File: src/rtl/rr_arbiter.sv
// rtl/rr_arbiter.sv - round-robin arbiter with registered one-hot grant and hold-limit release
module rr_arbiter #(
    parameter int N        = 8,
    parameter int IDW      = 3,
    parameter int MAX_HOLD = 15
) (
    input  logic           clk,
    input  logic           rst,
    input  logic [N-1:0]   req,
    input  logic           done,
    output logic [N-1:0]   gnt,
    output logic [IDW-1:0] gnt_id,
    output logic           gnt_valid,
    output logic           timeout
);

    typedef enum logic {IDLE, BUSY} state_t;

    state_t         state_q, state_d;
    logic [N-1:0]   gnt_q, gnt_d;
    logic [IDW-1:0] gnt_id_q, gnt_id_d;
    logic [IDW-1:0] last_id_q, last_id_d;
    logic [7:0]     hold_cnt_q, hold_cnt_d;
    logic           timeout_q, timeout_d;

    logic [IDW-1:0] sel;
    logic [IDW-1:0] srch_idx;
    logic           sel_found;
    logic           rel_done, rel_drop, rel_max;

    // Search starts just past the last owner and wraps at N-1.
    always_comb begin
        sel       = '0;
        sel_found = 1'b0;
        srch_idx  = '0;
        for (int i = 0; i < N; i++) begin
            srch_idx = IDW'((int'(last_id_q) + 1 + i) % N);
            if (!sel_found && req[srch_idx]) begin
                sel       = srch_idx;
                sel_found = 1'b1;
            end
        end
    end

    assign rel_done = done;
    assign rel_drop = !req[gnt_id_q];
    assign rel_max  = (hold_cnt_q == 8'(MAX_HOLD));

    always_comb begin
        state_d    = state_q;
        gnt_d      = gnt_q;
        gnt_id_d   = gnt_id_q;
        last_id_d  = last_id_q;
        hold_cnt_d = hold_cnt_q;
        timeout_d  = 1'b0;
        case (state_q)
            IDLE: begin
                if (sel_found) begin
                    state_d    = BUSY;
                    gnt_d      = {{(N-1){1'b0}}, 1'b1} << sel;
                    gnt_id_d   = sel;
                    last_id_d  = sel;
                    hold_cnt_d = 8'd1;
                end
            end
            BUSY: begin
                if (rel_done || rel_drop || rel_max) begin
                    state_d    = IDLE;
                    gnt_d      = '0;
                    hold_cnt_d = 8'd0;
                    // Only a pure hold-limit release is reported as a timeout.
                    timeout_d  = rel_max && !rel_done && !rel_drop;
                end else begin
                    hold_cnt_d = hold_cnt_q + 8'd1;
                end
            end
            default: state_d = IDLE;
        endcase
    end

    always_ff @(posedge clk or posedge rst) begin
        if (rst) begin
            state_q    <= IDLE;
            gnt_q      <= '0;
            gnt_id_q   <= '0;
            last_id_q  <= IDW'(N - 1);
            hold_cnt_q <= 8'd0;
            timeout_q  <= 1'b0;
        end else begin
            state_q    <= state_d;
            gnt_q      <= gnt_d;
            gnt_id_q   <= gnt_id_d;
            last_id_q  <= last_id_d;
            hold_cnt_q <= hold_cnt_d;
            timeout_q  <= timeout_d;
        end
    end

    assign gnt       = gnt_q;
    assign gnt_id    = gnt_id_q;
    assign gnt_valid = (state_q == BUSY);
    assign timeout   = timeout_q;

endmodule

File: config.mk
export PLATFORM = sky130hd
export DESIGN_NAME = rr_arbiter
export DESIGN_NICKNAME = d
export VERILOG_FILES = /design/src/rtl/rr_arbiter.sv
export SDC_FILE = /design/constraint.sdc
export NUM_CORES = 1
export LEC_CHECK = 0
export CAP_MARGIN = 5
export CORE_UTILIZATION = 40
export DETAILED_ROUTE_END_ITERATION = 12
export GPL_TIMING_DRIVEN = 0
export HOLD_SLACK_MARGIN = 0.15
export MAX_ROUTING_LAYER = met4
export PLACE_DENSITY = 0.68
export SYNTH_ARGS = -nofsm -noshare
export SYNTH_HDL_FRONTEND = slang
export SYNTH_SLANG_ARGS = --single-unit
File: constraint.sdc
create_clock -name clk -period 4.1 [get_ports clk]
set_input_delay 0.82 -clock clk [delete_from_list [all_inputs] [get_ports clk]]
set_output_delay 0.82 -clock clk [all_outputs]
set_load 0.005 [all_outputs]
# Word-level counts from Yosys, hierarchy flattened
# Index checks and enable logic that the tools add are counted.
# classes
n_eq_ne	3
shift	1
muxes	45
order_cmp	9
bitwise_logic	1
n_reduce_logical	22
add_sub_neg	9
# ops
op	count
less-than comparator 3 x 4 -> 1 bit, second input constant	9
2-to-1 mux 8 bit	4
one-hot mux 8 bit (2 select lines)	2
binary-select mux 1 bit (select 3 bit)	9
2-to-1 mux 3 bit	8
2-to-1 mux 1 bit	21
adder 3 bit, second input constant	5
logical AND 1 bit	9
zero test 1 bit	9
adder 8 x 1 -> 8 bit, second input constant	1
equality test 8 x 4 -> 1 bit, second input constant	1
left shift 1 x 3 -> 8 bit, first input constant	1
adder 3 x 2 -> 3 bit, second input constant	2
AND reduction 2 bit	2
adder 3 x 1 -> 3 bit, second input constant	1
logical OR 1 bit	2
!= test 2 x 1 -> 1 bit, second input constant	1
!= test 2 bit, second input constant	1
one-hot mux 1 bit (2 select lines)	1
inverter 1 bit	1
# word_totals
in_bits	11
word_cells	96
reg_bits	24
out_inout_bits	13

# Logic depth before layout (Yosys ltp)
# depth
depth_word	28
depth_mapped	15
depth_no_buf	9

# Worst setup path before layout
# OpenSTA, ideal clock, no wires.
# synth_timing
path_type	reg-to-reg
from	register last_id_q[0]
to	register gnt_q[5], in the netlist gnt[5]
arrival_time_ns	3.247
stages_incl_launch_ff	12
period_less_slack_ns	3.369
setup_time_ns	0.122
t_required_ns	3.978
n_path_buf	3
path_slack_ns	0.731
cell_sequence	dfstp_2 buf_6 clkbuf_8 inv_1 ha_1 buf_6 mux4_1 o221ai_1 and3_1 a31oi_1 a211o_1 a32o_1
# synth_via
elab_chain_len	28
elab_cells_between_ends	59
classes_between	add/sub: 8; eq/ne: 1; shift: 1; mux: 34; reduce/logical: 15
# synth_rtl
element	line	source
from (decl)	22	logic [IDW-1:0] last_id_q, last_id_d;
from (signal assigned)	86	last_id_q <= IDW'(N - 1);
from (signal assigned)	93	last_id_q <= last_id_d;
adder 3 x 1 -> 3 bit (*)	37	srch_idx = IDW'((int'(last_id_q) + 1 + i) % N);
branches (longest 27 deep; another with adder 3 x 2 -> 3 bit)	--	
to (signal assigned)	91	gnt_q <= gnt_d;
to (decl)	20	logic [N-1:0] gnt_q, gnt_d;
# Every way passes the cells marked *. The select of a mux whose other input is x is not followed.
# A chain may end at the register's enable or synchronous reset.

# Worst setup path after layout
# layout_timing
from	register last_id_q[0]
to	register gnt_q[4], in the netlist gnt[4]
# Same word-level chain as after synthesis.

==> key figures <==
Status
  • Outcome: finished clean

Timing
  • RSZ-0062 raised after global routing: false
  • Setup TNS: 0 ns
  • Max Slew Vio Count: 0
  • Slew margin rel.: 0.408
  • Final period utilization: 0.921
  • Final Setup Violations: 0
  • Final hold slack: 0.490 ns
  • F_max: 265 MHz
  • Final min period: 3.78 ns
  • Post-Route Skew: 0.00739 ns
  • Final hold vios: 0
  • Worst-Margin Slew: 0.887 ns

Floorplanning
  • Die width: 74.8 um
  • Die area: 0.00560 mm^2
  • Io pins: 24
  • Vert. Die Dim: 74.8 um
  • Row Count: 26
  • Starting Density: 0.415
  • Area of the core: 0.00511 mm^2

Flow run
  • Number of max-cap violations: 0

Setup path
  • CP top delay family: compound AO/OA/AOI/OAI gates
  • Critical R2R Capture: gnt[4]$_DFFE_PP0P_
  • Worst EP arrival: 3.98 ns
  • R2R Setup Slk: 0.32 ns
  • Critical R2R Launch: last_id_q[0]$_DFFE_PP1P_
  • Cell repeated most along the worst path: buf_6
  • CP Max Fanout: 10
  • Buffers plus inverters on the worst setup path: 4
  • Startpoint types: flip-flop
  • R2R depth: 11
  • Setup CP Type: flip-flop to flip-flop
  • Setup crit end kind: flip-flop
  • CP max stage cell: mux4_1
  • CP peak stage delay: 0.72 ns
  • Critical-path cell list: buf_6 -> clkbuf_8 -> inv_1 -> ha_1 -> buf_6 -> mux4_1 -> o221ai_1 -> and3_1 -> a31oi_1 -> a211oi_2 -> a32o_1
  • Req. time, crit path: 4.31 ns

GRT
  • Largest net degree at the start of global routing: 25
  • First-pass GRT wire length: 8200 um
  • Remaining global-route overflow: 0
  • GRT Util Overall: 0.195
  • Vias in the first global route: 1725
  • Initial antenna violation count: 0

Hold path
  • Hold path endpoint: gnt[2]$_DFFE_PP0P_
  • Hold Crit Class: flip-flop to flip-flop
  • HP Start: gnt[2]$_DFFE_PP0P_
  • Hold Crit Depth: 2

Synth
  • Number of synthesized flops with an enable pin: 0
  • Post-Syn Area: 0.00212 mm^2
  • Complex-gate fraction of the synthesized area: 0.202
  • Post-Syn Nets: 232
  • Yosys reg bits: 24
  • Asr flop ratio synth: 1.00
  • Post-synthesis xor/xnor area fraction: 0.0542
  • Post-synth top cells: dfrtp_1 (21), nand2_1 (21), nor2_1 (20)
  • Mapped Cells: 218
  • Unique masters post-synth: 57
  • Simple-Gate Fraction of Synth Area: 0.208
  • Synth top area share: 0.248
  • Post-Synth Adder-Cell Area: 0.0177
  • Largest family of logic cells by synthesized area: simple AND/OR/NAND/NOR gates
  • Post-Syn Area per Cell: 9.73 um^2
  • Synthesis Warnings: 0
  • Sequential-to-total area share from yosys stat: 0.285
  • Top post-synthesis cells by area: dfrtp_1 (25%), mux4_2 (7.4%), mux4_1 (5.0%), dfstp_2 (3.7%), nand2_1 (3.7%)
  • Top_reg_cell synth: dfrtp_1
  • Cell taking the most area after synthesis: dfrtp_1
  • Fraction of synthesized area in multiplexers: 0.180

Finish
  • Layout cells sized above 1: 0.155
  • # fillers: 478
  • # diodes: 0
  • Layout Utilization: 0.493
  • Register area: 604 um^2
  • Area grow syn2layout: 18.6%
  • Nets@finish: 260
  • Multi-input gate area: 0.00141 mm^2

Route
  • DRT Pass-1 Iters: 4
  • Via-per-instance ratio: 5.77
  • ANT nets after route: 0
  • Routed vias: 1817
  • DR WL/cell: 15.2 um
  • Final WL: 4780 um
  • Iteration-0 DRC Markers: 178
  • DR DRC count: 0

Place
  • HPWL Detailed: 3650 um
  • PortBufs: 23
  • Routability cong.: 0.867

Clock network
  • Post-CTS setup buffers: 0
  • Latest clock arrival within the worst-skew pair: 0.26 ns
  • TritonCTS clock tree: built
  • Worst-path clk slew: 0.09 ns
  • # H-tree levels: 1
  • CTS buffer count: 3
  • CTS sink cnt: 24
  • Longest Clk Path Bufs: 2
  • Root Driver: clkbuf_8
layout by cell type (no fill, tap or decap), types with 2 or more instances in the layout:
cell	instances
clkdlybuf4s50_1	23
buf_6	5
nor3_1	11
dfstp_2	3
ha_1	3
nand2_1	21
nor2_1	20
nand3b_1	2
inv_1	8
clkbuf_1	4
nand3_1	7
clkbuf_8	4
o31ai_1	5
mux2i_1	4
xor2_1	3
and2_1	2
a21o_1	3
o221ai_1	3
and3_1	4
a32o_1	4
a21oi_1	12
xnor3_1	2
nand2b_1	6
mux4_1	4
or3_1	2
a211oi_2	2
mux4_2	7
mux2_2	5
nand2b_4	3
o21ai_0	12
a31oi_1	2
dfrtp_1	21
metrics by stage:
stage	setup slack [ns]	instances	cell area (um^2)
after floorplan	0.731	218	2120
after global placement	0.266	311	2440
after detailed placement	0.223	311	2440
after CTS	0.226	315	2510
after global routing	0.0382	315	2520
final	0.323	315	2520
sequential cells by signal (all words and copies together), names as in the netlist:
signal	count
last_id_q	3
gnt_valid	1
gnt	8
hold_cnt_q	8
timeout	1
gnt_id	3
worst register-to-register path, cell delays in order (launching register included):
cell,delay (ns)
dfstp_2,0.54
buf_6,0.15
clkbuf_8,0.18
inv_1,0.09
ha_1,0.32
buf_6,0.16
mux4_1,0.72
o221ai_1,0.44
and3_1,0.28
a31oi_1,0.13
a211oi_2,0.48
a32o_1,0.24
layer usage:
layer	vias to the layer above	global-route usage	wire length [um]
met1	894	0.259	2220
met3	2	0.0120	89
met2	30	0.330	2440
li1	891	-	-
met5	-	-	0
met4	0	0.0377	21
layout make-up:
type | instances | share of cell area
buffer | 10 | 0.0338
clock inverter | 1 | 0.0119
multi-input combinational | 176 | 0.559
timing repair buffer | 23 | 0.0915
clock buffer | 3 | 0.0164
sequential | 24 | 0.240
inverter | 8 | 0.0119
tap | 70 | 0.0348
kinds of logic after synthesis:
family | Yosys count
and+or+nand+nor | 85
AOI/OAI and AO/OA | 60
DFF | 24
muxes | 21
buffers and inverters | 18
xor gates and xnor gates | 7
adders and majority gates | 3
worst max-delay path by stage:
| stage | start | end | slack [ns] | cells after the start |
|---|---|---|---|---|
| 3_3_place_gp | last_id_q[0]$_DFFE_PP1P_ | gnt[5]$_DFFE_PP0P_ | 0.27 | 11 |
| 6_report | last_id_q[0]$_DFFE_PP1P_ | gnt[4]$_DFFE_PP0P_ | 0.32 | 11 |
| 2_1_floorplan | last_id_q[0]$_DFFE_PP1P_ | gnt[5]$_DFFE_PP0P_ | 0.73 | 11 |
| 5_1_grt | last_id_q[0]$_DFFE_PP1P_ | gnt[1]$_DFFE_PP0P_ | 0.04 | 11 |
| 3_5_place_dp | last_id_q[0]$_DFFE_PP1P_ | gnt[5]$_DFFE_PP0P_ | 0.22 | 10 |
| 4_1_cts | last_id_q[0]$_DFFE_PP1P_ | gnt[5]$_DFFE_PP0P_ | 0.23 | 10 |
repair_timing:
item,4_1_cts,5_1_grt
resized for setup,0,1
setup endpoints to repair,0,5
hold buffers,0,0
Power is not shown: default switching activity piles up to over one toggle a cycle in this logic, so the estimate is an artifact.
